## config.mk

```make
export PLATFORM = sky130hd
export DESIGN_NAME = pl_hazard_unit_flat
export DESIGN_NICKNAME = d
export VERILOG_FILES = /design/src/rtl/pl_hazard_pkg.sv /design/src/rtl/pl_hazard_if.sv /design/src/rtl/pl_stage_track.sv /design/src/rtl/pl_hazard_unit.sv /design/src/flat_wrapper.sv
export SDC_FILE = /design/constraint.sdc
export NUM_CORES = 1
export LEC_CHECK = 0
export CAP_MARGIN = 20
export CORE_UTILIZATION = 51
export DETAILED_ROUTE_END_ITERATION = 10
export PLACE_DENSITY = 0.8
export SETUP_SLACK_MARGIN = 0.4
export SLEW_MARGIN = 20
export SYNTH_ARGS = -nofsm -noshare
export SYNTH_HDL_FRONTEND = slang
export SYNTH_SLANG_ARGS = --single-unit
```

## constraint.sdc

```tcl
create_clock -name clock -period 2.8 [get_ports clock]
set_input_delay 0.56 -clock clock [delete_from_list [all_inputs] [get_ports clock]]
set_output_delay 0.56 -clock clock [all_outputs]
set_load 0.03 [all_outputs]
```

## src/rtl/pl_hazard_pkg.sv

```systemverilog
// rtl/pl_hazard_pkg.sv - shared types and helpers for the pipeline hazard/forwarding controller
package pl_hazard_pkg;

  // Stage records carry a fixed-width destination so the record type is parameter-independent.
  localparam int DEST_MAX_W  = 8;
  localparam int FWD_REGFILE = 0;

  typedef struct packed {
    logic                  valid;
    logic [DEST_MAX_W-1:0] dest;
    logic                  wreg;
    logic                  load;
  } stage_rec_t;

  function automatic int fwd_width(input int depth);
    return $clog2(depth + 1);
  endfunction

endpackage

```

## src/rtl/pl_hazard_if.sv

```systemverilog
// rtl/pl_hazard_if.sv - ID-stage request / hazard-response bundle
// Optional perf counter outputs present when PL_HAZARD_PERF_EN is defined.
interface pl_hazard_if #(
  parameter int REG_W = 5,
  parameter int DEPTH = 3
) ();
  import pl_hazard_pkg::*;

  localparam int FW = fwd_width(DEPTH);

  logic             id_valid;
  logic [REG_W-1:0] id_rs;
  logic [REG_W-1:0] id_rt;
  logic             id_use_rs;
  logic             id_use_rt;
  logic             id_wreg;
  logic [REG_W-1:0] id_dest;
  logic             id_load;
  logic             id_multi;
  logic             id_redirect;

  logic [FW-1:0]    fwda;
  logic [FW-1:0]    fwdb;
  logic             stall;
  logic             issue;
  logic             flush_if;
  logic             md_busy;
  logic             md_done;
  logic [REG_W-1:0] md_dest;
`ifdef PL_HAZARD_PERF_EN
  logic [31:0]      perf_stall_cnt;
  logic [31:0]      perf_flush_cnt;
`endif

  modport master (
    output id_valid, id_rs, id_rt, id_use_rs, id_use_rt,
    output id_wreg, id_dest, id_load, id_multi, id_redirect,
    input  fwda, fwdb, stall, issue, flush_if, md_busy, md_done, md_dest
`ifdef PL_HAZARD_PERF_EN
    , input perf_stall_cnt, perf_flush_cnt
`endif
  );

  modport slave (
    input  id_valid, id_rs, id_rt, id_use_rs, id_use_rt,
    input  id_wreg, id_dest, id_load, id_multi, id_redirect,
    output fwda, fwdb, stall, issue, flush_if, md_busy, md_done, md_dest
`ifdef PL_HAZARD_PERF_EN
    , output perf_stall_cnt, perf_flush_cnt
`endif
  );

endinterface

```

## src/rtl/pl_stage_track.sv

```systemverilog
// rtl/pl_stage_track.sv - DEPTH-entry destination record shift register
// Entry 0 is the stage right after ID; a bubble is inserted when push is low.
module pl_stage_track
  import pl_hazard_pkg::*;
#(
  parameter int DEPTH = 3
) (
  input  logic       clock,
  input  logic       reset,
  input  logic       push,
  input  stage_rec_t in_rec,
  output stage_rec_t recs [DEPTH]
);

  always_ff @(posedge clock or posedge reset) begin
    if (reset) begin
      for (int k = 0; k < DEPTH; k++) begin
        recs[k] <= '0;
      end
    end else begin
      recs[0] <= push ? in_rec : '0;
      for (int k = 1; k < DEPTH; k++) begin
        recs[k] <= recs[k-1];
      end
    end
  end

endmodule

```

## src/rtl/pl_hazard_unit.sv

```systemverilog
// rtl/pl_hazard_unit.sv - hazard/forwarding controller with multi-cycle unit scoreboard
// Defining PL_HAZARD_PERF_EN adds saturating stall/flush event counters.
module pl_hazard_unit
  import pl_hazard_pkg::*;
#(
  parameter int REG_W      = 5,
  parameter int DEPTH      = 3,
  parameter int LOAD_STAGE = 2,
  parameter int MD_LAT     = 4
) (
  input logic        clock,
  input logic        reset,
  pl_hazard_if.slave hz
);

  localparam int FW = fwd_width(DEPTH);
  localparam int CW = $clog2(MD_LAT + 1);

  stage_rec_t       recs [DEPTH];
  stage_rec_t       in_rec;
  logic             push;

  logic             hit_a, hit_b;
  logic             rdy_a, rdy_b;
  logic [FW-1:0]    sel_a, sel_b;

  logic [CW-1:0]    md_cnt;
  logic [REG_W-1:0] md_dest_q;
  logic             md_busy;
  logic             md_raw, md_waw, md_hazard;
  logic             stall, issue;

  function automatic logic rec_match(input stage_rec_t rec, input logic [REG_W-1:0] r);
    return rec.valid & rec.wreg & (rec.dest == DEST_MAX_W'(r)) & (r != '0);
  endfunction

  // Scan oldest to youngest so the nearest matching stage overwrites older ones.
  always_comb begin
    hit_a = 1'b0;
    hit_b = 1'b0;
    rdy_a = 1'b1;
    rdy_b = 1'b1;
    sel_a = FW'(FWD_REGFILE);
    sel_b = FW'(FWD_REGFILE);
    for (int k = DEPTH; k >= 1; k--) begin
      if (rec_match(recs[k-1], hz.id_rs)) begin
        hit_a = 1'b1;
        sel_a = FW'(k);
        rdy_a = ~recs[k-1].load | (k >= LOAD_STAGE);
      end
      if (rec_match(recs[k-1], hz.id_rt)) begin
        hit_b = 1'b1;
        sel_b = FW'(k);
        rdy_b = ~recs[k-1].load | (k >= LOAD_STAGE);
      end
    end
  end

  assign md_busy   = (md_cnt != '0);
  assign md_raw    = (hz.id_use_rs & (hz.id_rs == md_dest_q) & (hz.id_rs != '0)) |
                     (hz.id_use_rt & (hz.id_rt == md_dest_q) & (hz.id_rt != '0));
  assign md_waw    = hz.id_wreg & (hz.id_dest == md_dest_q);
  assign md_hazard = md_busy & (hz.id_multi | md_raw | md_waw);

  assign stall = hz.id_valid & ((hz.id_use_rs & hit_a & ~rdy_a) |
                                (hz.id_use_rt & hit_b & ~rdy_b) |
                                md_hazard);
  assign issue = hz.id_valid & ~stall;

  assign hz.stall    = stall;
  assign hz.issue    = issue;
  assign hz.flush_if = issue & hz.id_redirect;
  assign hz.fwda     = (hz.id_valid & hz.id_use_rs & hit_a) ? sel_a : FW'(FWD_REGFILE);
  assign hz.fwdb     = (hz.id_valid & hz.id_use_rt & hit_b) ? sel_b : FW'(FWD_REGFILE);
  assign hz.md_busy  = md_busy;
  assign hz.md_done  = (md_cnt == CW'(1));
  assign hz.md_dest  = md_dest_q;

  // Multi-cycle ops bypass the stage records; their writeback is tracked by the scoreboard.
  assign push = issue & ~hz.id_multi;
  always_comb begin
    in_rec       = '0;
    in_rec.valid = 1'b1;
    in_rec.dest  = DEST_MAX_W'(hz.id_dest);
    in_rec.wreg  = hz.id_wreg;
    in_rec.load  = hz.id_load;
  end

  pl_stage_track #(
    .DEPTH (DEPTH)
  ) u_track (
    .clock  (clock),
    .reset  (reset),
    .push   (push),
    .in_rec (in_rec),
    .recs   (recs)
  );

  always_ff @(posedge clock or posedge reset) begin
    if (reset) begin
      md_cnt    <= '0;
      md_dest_q <= '0;
    end else if (issue & hz.id_multi) begin
      md_cnt    <= CW'(MD_LAT);
      md_dest_q <= hz.id_dest;
    end else if (md_busy) begin
      md_cnt    <= md_cnt - CW'(1);
    end
  end

`ifdef PL_HAZARD_PERF_EN
  logic [31:0] perf_stall_q;
  logic [31:0] perf_flush_q;

  always_ff @(posedge clock or posedge reset) begin
    if (reset) begin
      perf_stall_q <= '0;
      perf_flush_q <= '0;
    end else begin
      if (stall && perf_stall_q != '1) begin
        perf_stall_q <= perf_stall_q + 32'd1;
      end
      if (hz.flush_if && perf_flush_q != '1) begin
        perf_flush_q <= perf_flush_q + 32'd1;
      end
    end
  end

  assign hz.perf_stall_cnt = perf_stall_q;
  assign hz.perf_flush_cnt = perf_flush_q;
`endif

endmodule

```

## src/flat_wrapper.sv

```systemverilog
// flat-port wrapper written by rule: the top's interface ports become plain ports
module pl_hazard_unit_flat import pl_hazard_pkg::*;
#(
  parameter int REG_W      = 5,
  parameter int DEPTH      = 3,
  parameter int LOAD_STAGE = 2,
  parameter int MD_LAT     = 4
)
  (clock, reset, hz_id_valid, hz_id_rs, hz_id_rt, hz_id_use_rs, hz_id_use_rt, hz_id_wreg, hz_id_dest, hz_id_load, hz_id_multi, hz_id_redirect, hz_fwda, hz_fwdb, hz_stall, hz_issue, hz_flush_if, hz_md_busy, hz_md_done, hz_md_dest);
  pl_hazard_if #(.REG_W(REG_W), .DEPTH(DEPTH)) hz_i ();
  input logic clock;
  input logic reset;
  input wire logic [$bits(hz_i.id_valid)-1:0] hz_id_valid;
  input wire logic [$bits(hz_i.id_rs)-1:0] hz_id_rs;
  input wire logic [$bits(hz_i.id_rt)-1:0] hz_id_rt;
  input wire logic [$bits(hz_i.id_use_rs)-1:0] hz_id_use_rs;
  input wire logic [$bits(hz_i.id_use_rt)-1:0] hz_id_use_rt;
  input wire logic [$bits(hz_i.id_wreg)-1:0] hz_id_wreg;
  input wire logic [$bits(hz_i.id_dest)-1:0] hz_id_dest;
  input wire logic [$bits(hz_i.id_load)-1:0] hz_id_load;
  input wire logic [$bits(hz_i.id_multi)-1:0] hz_id_multi;
  input wire logic [$bits(hz_i.id_redirect)-1:0] hz_id_redirect;
  output wire logic [$bits(hz_i.fwda)-1:0] hz_fwda;
  output wire logic [$bits(hz_i.fwdb)-1:0] hz_fwdb;
  output wire logic [$bits(hz_i.stall)-1:0] hz_stall;
  output wire logic [$bits(hz_i.issue)-1:0] hz_issue;
  output wire logic [$bits(hz_i.flush_if)-1:0] hz_flush_if;
  output wire logic [$bits(hz_i.md_busy)-1:0] hz_md_busy;
  output wire logic [$bits(hz_i.md_done)-1:0] hz_md_done;
  output wire logic [$bits(hz_i.md_dest)-1:0] hz_md_dest;
  assign hz_i.id_valid = hz_id_valid;
  assign hz_i.id_rs = hz_id_rs;
  assign hz_i.id_rt = hz_id_rt;
  assign hz_i.id_use_rs = hz_id_use_rs;
  assign hz_i.id_use_rt = hz_id_use_rt;
  assign hz_i.id_wreg = hz_id_wreg;
  assign hz_i.id_dest = hz_id_dest;
  assign hz_i.id_load = hz_id_load;
  assign hz_i.id_multi = hz_id_multi;
  assign hz_i.id_redirect = hz_id_redirect;
  assign hz_fwda = hz_i.fwda;
  assign hz_fwdb = hz_i.fwdb;
  assign hz_stall = hz_i.stall;
  assign hz_issue = hz_i.issue;
  assign hz_flush_if = hz_i.flush_if;
  assign hz_md_busy = hz_i.md_busy;
  assign hz_md_done = hz_i.md_done;
  assign hz_md_dest = hz_i.md_dest;
  pl_hazard_unit #(.REG_W(REG_W), .DEPTH(DEPTH), .LOAD_STAGE(LOAD_STAGE), .MD_LAT(MD_LAT)) u_core (.clock(clock), .reset(reset), .hz(hz_i));
endmodule
```

Word-level counts from Yosys, hierarchy flattened --
Cells that the tools add are included.
Operators by class: reductions and logical operators 4, multiplexer cells 19, bitwise logic cells 44, equal/unequal tests 10, add/sub/neg operators 1
Operators by type and width (number):
- $eq 8x5->1 | 6
- $and 1x1->1 | 34
- $mux 2 | 8
- $eq 5x5->1 | 3
- $mux 11 | 1
- $reduce_bool 5->1 | 2
- $mux 1 | 8
- $mux 3 | 2
- $not 1->1 | 5
- $or 1x1->1 | 5
- $eq 3x1->1 const B | 1
- $reduce_bool 3->1 | 1
- $sub 3x1->3 const B | 1
- $reduce_bool 2->1 | 1
Storage, ports and cells: input bits 24, register bits 39, output and inout bits 14

Depth between registers and ports, before layout --
Gate-level depths: netlist (run 1).
word-level depth 15, depth in mapped cells 7, mapped depth without buffers 6

By module --
A second synthesis (run 1) with hierarchy kept.
Unflattened totals: cell total of the unflattened synthesis 189, area, all modules 2105.8 um2
By module, submodules not included:
- pl_hazard_unit | times used 1, cells each 143, seq. area each 200.2 um2, area an instance 1196.1 um2
- pl_stage_track | times used 1, cells each 46, seq. area each 825.8 um2, area an instance 909.6 um2

Worst setup path before layout (run 1) --
OpenSTA, ideal clock, no wires.
kind in2out, from input hz_id_rt[1], to output hz_issue, setup slack -0.315 ns, arrival 2.555 ns, cell stages on the path 7, path buffers 2, path through buf_2 -> or4_4 -> nor2_2 -> nor2_1 -> a22o_1 -> buf_2 -> nor3b_1
Between the ends: longest elaborated chain between the ends 13, elaborated cells between the ends (all ways) 29, those cells by class eq/ne: 4; mux: 4; bitwise: 20; reduce/logical: 1
RTL lines:
- from (decl) | RTL line flat_wrapper.sv:15 | input wire logic [$bits(hz_i.id_rt)-1:0] hz_id_rt;
- $eq 8x5->1 | RTL line pl_hazard_unit.sv:34 | return rec.valid & rec.wreg & (rec.dest == DEST_MAX_W'(r)) & (r != '0);
- $and 1x1->1 (2 in series) | RTL line pl_hazard_unit.sv:34
- $mux 1 (3 in series) | RTL line pl_hazard_unit.sv:51 | if (rec_match(recs[k-1], hz.id_rt)) begin
- $and 1x1->1 (2 in series) | RTL line pl_hazard_unit.sv:66 | (hz.id_use_rt & hit_b & ~rdy_b) |
- $or 1x1->1 | RTL line pl_hazard_unit.sv:65 | assign stall = hz.id_valid & ((hz.id_use_rs & hit_a & ~rdy_a) |
- $or 1x1->1 (*) | RTL line pl_hazard_unit.sv:66
- $and 1x1->1 (*) | RTL line pl_hazard_unit.sv:65
- $not 1->1 (*) | RTL line pl_hazard_unit.sv:68 | assign issue = hz.id_valid & ~stall;
- $and 1x1->1 (*) | RTL line pl_hazard_unit.sv:68
- to (decl) | RTL line flat_wrapper.sv:26 | output wire logic [$bits(hz_i.issue)-1:0] hz_issue;
Mark *: on every way between the ends. The rest lies on a longest branch, timed or not.

Final worst setup path (run 1) --
from input hz_id_use_rt, to output hz_issue
Between the ends: longest elaborated chain between the ends 10, elaborated cells between the ends (all ways) 13, those cells by class bitwise: 13
RTL lines:
- from (decl) | RTL line flat_wrapper.sv:17 | input wire logic [$bits(hz_i.id_use_rt)-1:0] hz_id_use_rt;
- $and 1x1->1 (2 in series) | RTL line pl_hazard_unit.sv:61 | (hz.id_use_rt & (hz.id_rt == md_dest_q) & (hz.id_rt != '0));
- $or 1x1->1 | RTL line pl_hazard_unit.sv:60 | assign md_raw = (hz.id_use_rs & (hz.id_rs == md_dest_q) & (hz.id_rs != '0)) |
- $or 1x1->1 (2 in series) | RTL line pl_hazard_unit.sv:63 | assign md_hazard = md_busy & (hz.id_multi | md_raw | md_waw);
- $and 1x1->1 | RTL line pl_hazard_unit.sv:63
- $or 1x1->1 (*) | RTL line pl_hazard_unit.sv:66
- $and 1x1->1 (*) | RTL line pl_hazard_unit.sv:65
- $not 1->1 (*) | RTL line pl_hazard_unit.sv:68
- $and 1x1->1 (*) | RTL line pl_hazard_unit.sv:68
Marked as above.

==> results of run 1 <==
==> cell type report <==
cell class                 instances  area (µm²)
timing repair buffer              79         708
clock buffer                       7        55.1
clock inverter                     1        5.00
sequential                        30         752
multi-input combinational        134        1200
tap                               46        57.6
inverter                           4        15.0
fill                             217         569
==> stage by stage <==
stage	util (%)	instances	cell area [µm²]	total power [mW]	hold WS [ns]
floorplan	-	181	1930	1.09	0.354
global placement	73.1	281	2460	1.31	0.357
detailed placement	73.1	281	2460	1.34	0.365
CTS	81.6	298	2740	1.68	0.386
global route	83.1	301	2790	1.83	0.408
finish	83.1	301	2790	1.74	0.403
==> what timing repair did <==
action	in CTS	in global routing
hold buffers	0	0
setup buffers	9	3
gates resized for setup	78	12
setup endpoints to repair	13	9
pin swaps	26	16
==> cells in the final DEF (no fill, tap or decap), drive strengths merged, types with 2 or more instances in the layout <==
cell / Yosys / layout
xor2: 12 / 12
buf: 10 / 59
nand3: 3 / 3
nand2: 14 / 14
dlygate4sd2: 0 / 2
nand4: 8 / 8
a21oi: 2 / 2
xnor2: 34 / 34
mux2: 5 / 5
nor2: 9 / 9
clkdlybuf4s50: 0 / 16
nor3: 13 / 13
or4: 3 / 3
inv: 4 / 4
nor3b: 2 / 2
o31a: 2 / 2
nor4: 5 / 5
clkbuf: 3 / 8
dfrtp: 30 / 30
ha: 3 / 3
o211ai: 2 / 2
nor2b: 3 / 3
==> power groups by stage <==
stage	registers [mW]	clock network, mW	logic, mW
after floorplan	0.679	0	0.409
after global placement	0.625	0	0.689
after detailed placement	0.632	0	0.711
after CTS	0.626	0.272	0.786
after global routing	0.646	0.294	0.886
final	0.636	0.278	0.823
==> metal layers <==
layer	vias up	global-route usage (%)	share of wire, %	wire length, µm
met5	-	0	0	0
met4	0	20.0	3.2	196
met3	29	11.1	7.2	437
met2	101	58.8	52	3140
met1	834	37.5	38	2270
li1	768	-	-	-
==> sequential cells by signal, summed over array words and instances, names as in the netlist <==
register	cells
u_core.hz.md_dest	5
u_core.u_track.recs	22
u_core.md_cnt	3
==> logic make-up after synthesis <==
logic type	count (synthesis)
xor+xnor	46
mux	6
simple gates	65
buf+inv	17
compound gates	14
fa+ha+maj	3
flops	30
==> how the worst max path moves through the flow <==
stage / end / slack, ns / cells past startpoint
after floorplan: hz_issue / 0.09 / 7
after global placement: hz_stall / -0.27 / 7
after detailed placement: hz_issue / -0.31 / 7
after CTS: hz_stall / -0.003 / 7
after global routing: hz_flush_if / -0.12 / 8
final: hz_issue / -0.09 / 6
==> metrics.yaml, run 1 <==
status: "finished with violations"
violations: "setup timing"
hp-class: "flop to flop"
grt_pass1_vias: 1853
cp_top_family: "simple AND/OR/NAND/NOR gates"
p_clk_share_pct: 16.0
r2r_cells: 7
netlist_instances: 181
synth_compound_area_share_pct: 5.65
startpoint_type: "input port"
switchingPower_uw: 691
required_ns: 2.24
period_share_pct: 103
p_comb_share_pct: 47.4
yosysTopAreaCellShare_pct: 41.3
synth_warnings: 0
worst_slew_pin_slew_ns: 0.644
grt_max_degree: 31
clock_latency_ns: 0.34
fmaxAchievable_ghz: 0.346
yosys-mux-area-fraction_pct: 3.65
firstDrtPassIters: 4
crit_path_max_fanout: 3
final_max_slew_viol_count: 0
post_drt_wl_per_cell_um: 20.1
synthArstFlopShare_pct: 100
synth_ff_type: "dfrtp_1"
setup_violations: 3
synthAdderAreaFrac_pct: 2.07
drt_iter0_markers: 119
clock_path_buffers: 2
viasPerCell: 5.75
grt-ovfl-total: 0
p_int_mw: 1.05
synth_top_family_by_area: "XOR/XNOR gates"
clock-skew-final_ns: 0.00830
critPathArrivalTime_ns: 2.33
grt_pass1_wl_mm: 8.89
cts-buffers-inserted: 5
start_util_pct: 54.0
whs_endpoint: "u_core.u_track.recs[1]"
hold_viol_final: 0
hp-start: "u_core.u_track.recs[12]"
slew_headroom_pct: 56.5
coreArea_um2: 3360
synth-seq-cells: 30
synth_cell_types: 41
cap_viol_max_count: 0
dieArea_um2: 3810
h-tree-depth: 2
drive_gt1_share_pct: 40.8
synth_most_common_cell: "xnor2_1"
ys_seq_area_share_pct: 41.3
cts_sinks: 30
row_count: 21
io_pins: 38
die_w_um: 61.7
ant_nets: 0
critical_path.cell_chain: "clkdlybuf4s50_1 > nand4_1 > nor4_1 > a22o_2 > nor3b_4 > buf_6"
cts-root-buf: "clkbuf_4"
num_vias: 1732
pwr_density_cell_nw_per_um2: 622
synth_simple_gate_area_share_pct: 20.7
antenna_found_initial: 0
fin_tns_setup_ns: -0.245
routed_wl_mm: 6.05
period_needed_ns: 2.89
synth_edf_count: 0
fin_nets: 281
yosysTopAreaCell: "dfrtp_1"
synth_xor_area_share_pct: 22.2
avgSynthCellArea_um2: 10.0
pre_cts_slack_ns: -0.314
clk_pin_slew_ns: 0.10
port-buffer-count: 37
diodes: 0
syn_nets: 208
drcViolationCount: 0
syn_area_um2: 1820
p_leak_nw: 1.16
hold_depth: 0
worst-path-buf-inv: 2
r2r-end: "u_core.hz.md_dest[0]"
power_frac_seq_pct: 36.6
peakVddDrop_v: 0.000592
ff2ff_setup_slack_ns: 0.60
criticalPathCategory: "input port to primary output"
cp_slowest_stage_delay_ns: 0.56
crit_path_start: "hz_id_use_rt"
r2r-start: "u_core.u_track.recs[25]"
die_y_um: 61.7
rsz0062_at_grt: "true"
dp_hpwl_mm: 3.65
synth.area.top_cells: "dfrtp_1, xnor2_1, xor2_1"
synthTopCellsByCount: "xnor2_1, dfrtp_1, nand2_1"
crit_path_end_kind: "primary output"
grt_use_total_pct: 34.5
cp_slowest_cell: "clkdlybuf4s50_1"
p_sw_share_pct: 39.8
area_growth_pct: 53.8
fin_ws_ns: -0.0927
gp_congestion: 1.02
cts_tree: "yes"
Note: power is estimated with default switching activity, not from simulation.
==> run 2, diff against run 1 <==
--- a/config.mk
+++ b/config.mk
@@ -10,6 +10,7 @@
 export DETAILED_ROUTE_END_ITERATION = 10
 export PLACE_DENSITY = 0.8
 export SETUP_SLACK_MARGIN = 0.4
+export SKIP_LAST_GASP = 1
 export SLEW_MARGIN = 20
 export SYNTH_ARGS = -nofsm -noshare
 export SYNTH_HDL_FRONTEND = slang
==> run 2 against run 1 <==
  * The run still ends with setup timing left
  * Die area is the same
  * Final area is 0.99% higher
  * Fmax grew 2.2%
  * Clock power decreased by 1%
  * Final cell count fell by 0.33%
  * Critical path type unchanged
  * Highest routed layer unchanged
==> metrics.yaml, run 2 (synthesis gave the netlist of run 1 again) <==
final_common_cell: "buf_4"
clock-skew-final_ns: 0.0113  # +0.00297 ns
startpoint_type: "input port"
fmaxAchievable_ghz: 0.353  # +2.2%
cts_sinks: 30  # unchanged
clk_pin_slew_ns: 0.10  # about the same
area_growth_pct: 55.3
postCtsHoldBufs: 0  # unchanged
fin_ws_ns: -0.0294  # +0.0633 ns
hp-class: "flop to flop"
io_pins: 38  # unchanged
dp_hpwl_mm: 3.65  # unchanged
largest_register: "u_core.u_track.recs"
p_int_mw: 1.05  # +0.27%
regArea_um2: 752  # unchanged
p_comb_share_pct: 47.9  # +0.5 points
final_max_slew_viol_count: 0  # unchanged
h-tree-depth: 2  # unchanged
die_w_um: 61.7  # unchanged
fin_nets: 280  # -0.36%
critPathArrivalTime_ns: 2.27  # -0.06 ns
period_needed_ns: 2.83  # -0.0633 ns
final_cell_mix: "buf_4, xnor2_1, dfrtp_1"
crit_path_end_kind: "primary output"
rsz0062_at_grt: "true"
status: "finished with violations"
dieArea_um2: 3810  # unchanged
firstDrtPassIters: 4  # unchanged
port-buffer-count: 37  # unchanged
p_leak_nw: 1.18  # +1.1%
row_count: 21  # unchanged
r2r-start: "u_core.u_track.recs[28]"
num_vias: 1758  # +1.5%
p_clk_share_pct: 15.7  # -0.3 points
start_util_pct: 54.0  # unchanged
grt_pass1_vias: 1838  # -0.81%
coreArea_um2: 3360  # unchanged
cap_viol_max_count: 0  # unchanged
grt_pass1_wl_mm: 8.81  # -0.93%
drive_gt1_share_pct: 42.9  # +2.1 points
violations: "setup timing"
drt_iter0_markers: 102  # -14%
fin_util_pct: 83.9  # +0.82 points
grt-ovfl-total: 0  # unchanged
largest_reg_flops: 22  # unchanged
diodes: 0  # unchanged
placed_cells: 281  # unchanged
switchingPower_uw: 693  # +0.39%
post_drt_wl_per_cell_um: 19.7  # -2.2%
cts_tree: "yes"
hold_viol_final: 0  # unchanged
gp_congestion: 1.02  # unchanged
viasPerCell: 5.86  # +1.8%
cts-root-buf: "clkbuf_4"
crit_path_start: "hz_id_rt[1]"
clock_path_buffers: 2  # unchanged
clock_latency_ns: 0.33  # about the same
setup_violations: 2  # -1
grt_use_total_pct: 34.2  # -0.27 points
stdcell_count: 300  # -0.33%
criticalPathCategory: "input port to primary output"
routed_wl_mm: 5.90  # -2.5%
grt_max_degree: 31  # unchanged
required_ns: 2.24  # about the same
worst_slew_pin_slew_ns: 0.590  # -0.0545 ns
antenna_found_initial: 0  # unchanged
slew_headroom_pct: 60.6  # +4.2 points
crit_path_max_fanout: 4  # +1
multiInputGateArea_um2: 1240  # +3.3%
nFillCells: 203  # -6.5%
ant_nets: 0  # unchanged
p_sw_share_pct: 39.8  # about the same
cts-buffers-inserted: 5  # unchanged
finalInstanceArea_um2: 2820  # +0.99%
period_share_pct: 101  # -2.3 points
power_frac_seq_pct: 36.4  # -0.2 points
postPlaceCellArea_um2: 2460  # unchanged
die_y_um: 61.7  # unchanged
drcViolationCount: 0  # unchanged
peakVddDrop_v: 0.000582  # -1.7%
hp-start: "u_core.u_track.recs[12]"
pwr_density_cell_nw_per_um2: 617  # -0.66%
==> run 2: cell types whose count changed in the layout (fill, tap and decap cells not counted), moves of 2 or more <==
| cell | before | now |
|---|---|---|
| buf_6 | 14 | 16 |
| buf_8 | 3 | 1 |
| nor4_1 | 2 | 0 |
| nor4_2 | 1 | 3 |
| xnor2_1 | 31 | 29 |
| xnor2_2 | 3 | 5 |
==> run 2: metal layers <==
metal / track usage, % / share of wire (%) / wire (µm)
met2: 58.8 / 52 / 3080
met3: 10.3 / 7.8 / 463
met5: 0 / 0 / 0
met1: 37.2 / 37 / 2200
met4: 20.0 / 2.5 / 150
==> run 2: area by class of cell <==
class	instances	share of cell area, %
Multi-Input combinational cell	134	44.0
Clock buffer	7	1.95
Tap cell	46	2.04
Timing Repair Buffer	78	24.7
Inverter	4	0.532
Clock inverter	1	0.177
Sequential cell	30	26.7
==> run 2: through the flow <==
step,setup slack (ns),hold slack (ns),power [mW],setup TNS (ns)
5_1_grt,-0.0460,0.406,1.84,-0.103
3_5_place_dp,-0.314,0.365,1.34,-2.12
3_3_place_gp,-0.269,0.357,1.31,-1.49
2_1_floorplan,0.0870,0.354,1.09,0
6_report,-0.0294,0.405,1.74,-0.0560
4_1_cts,-0.00302,0.386,1.68,-0.00302
==> run 2: power groups by stage <==
| stage | sequential, mW | clock [mW] | combinational [mW] |
|---|---|---|---|
| floorplan | 0.679 | 0 | 0.409 |
| global placement | 0.625 | 0 | 0.689 |
| detailed placement | 0.632 | 0 | 0.711 |
| CTS | 0.626 | 0.272 | 0.786 |
| global route | 0.646 | 0.297 | 0.892 |
| finish | 0.634 | 0.274 | 0.834 |
==> run 2: final timing paths <==
path	slack, ns	cells after the start	to
min in group asynchronous	0.59	3	u_core.u_track.recs[22]
setup reg to reg	0.69	7	u_core.hz.md_dest[2]
max in group asynchronous	1.91	3	u_core.u_track.recs[27]
hold reg to reg	0.41	0	u_core.u_track.recs[1]
setup / recovery	-0.03	7	hz_stall
hold / removal	0.41	0	u_core.u_track.recs[1]
==> run 2: repair_timing <==
item	in CTS	in global routing
endpoints found under the setup margin	13	9
pin swaps	26	19
buffers inserted	9	2
gates resized for setup	77	18
==> run 2: worst max-delay path, stage by stage <==
cell	delay [ns]
buf_8	0.10
or4_4	0.57
o211ai_1	0.30
o22a_1	0.24
a21oi_4	0.10
o31a_1	0.26
buf_6	0.14
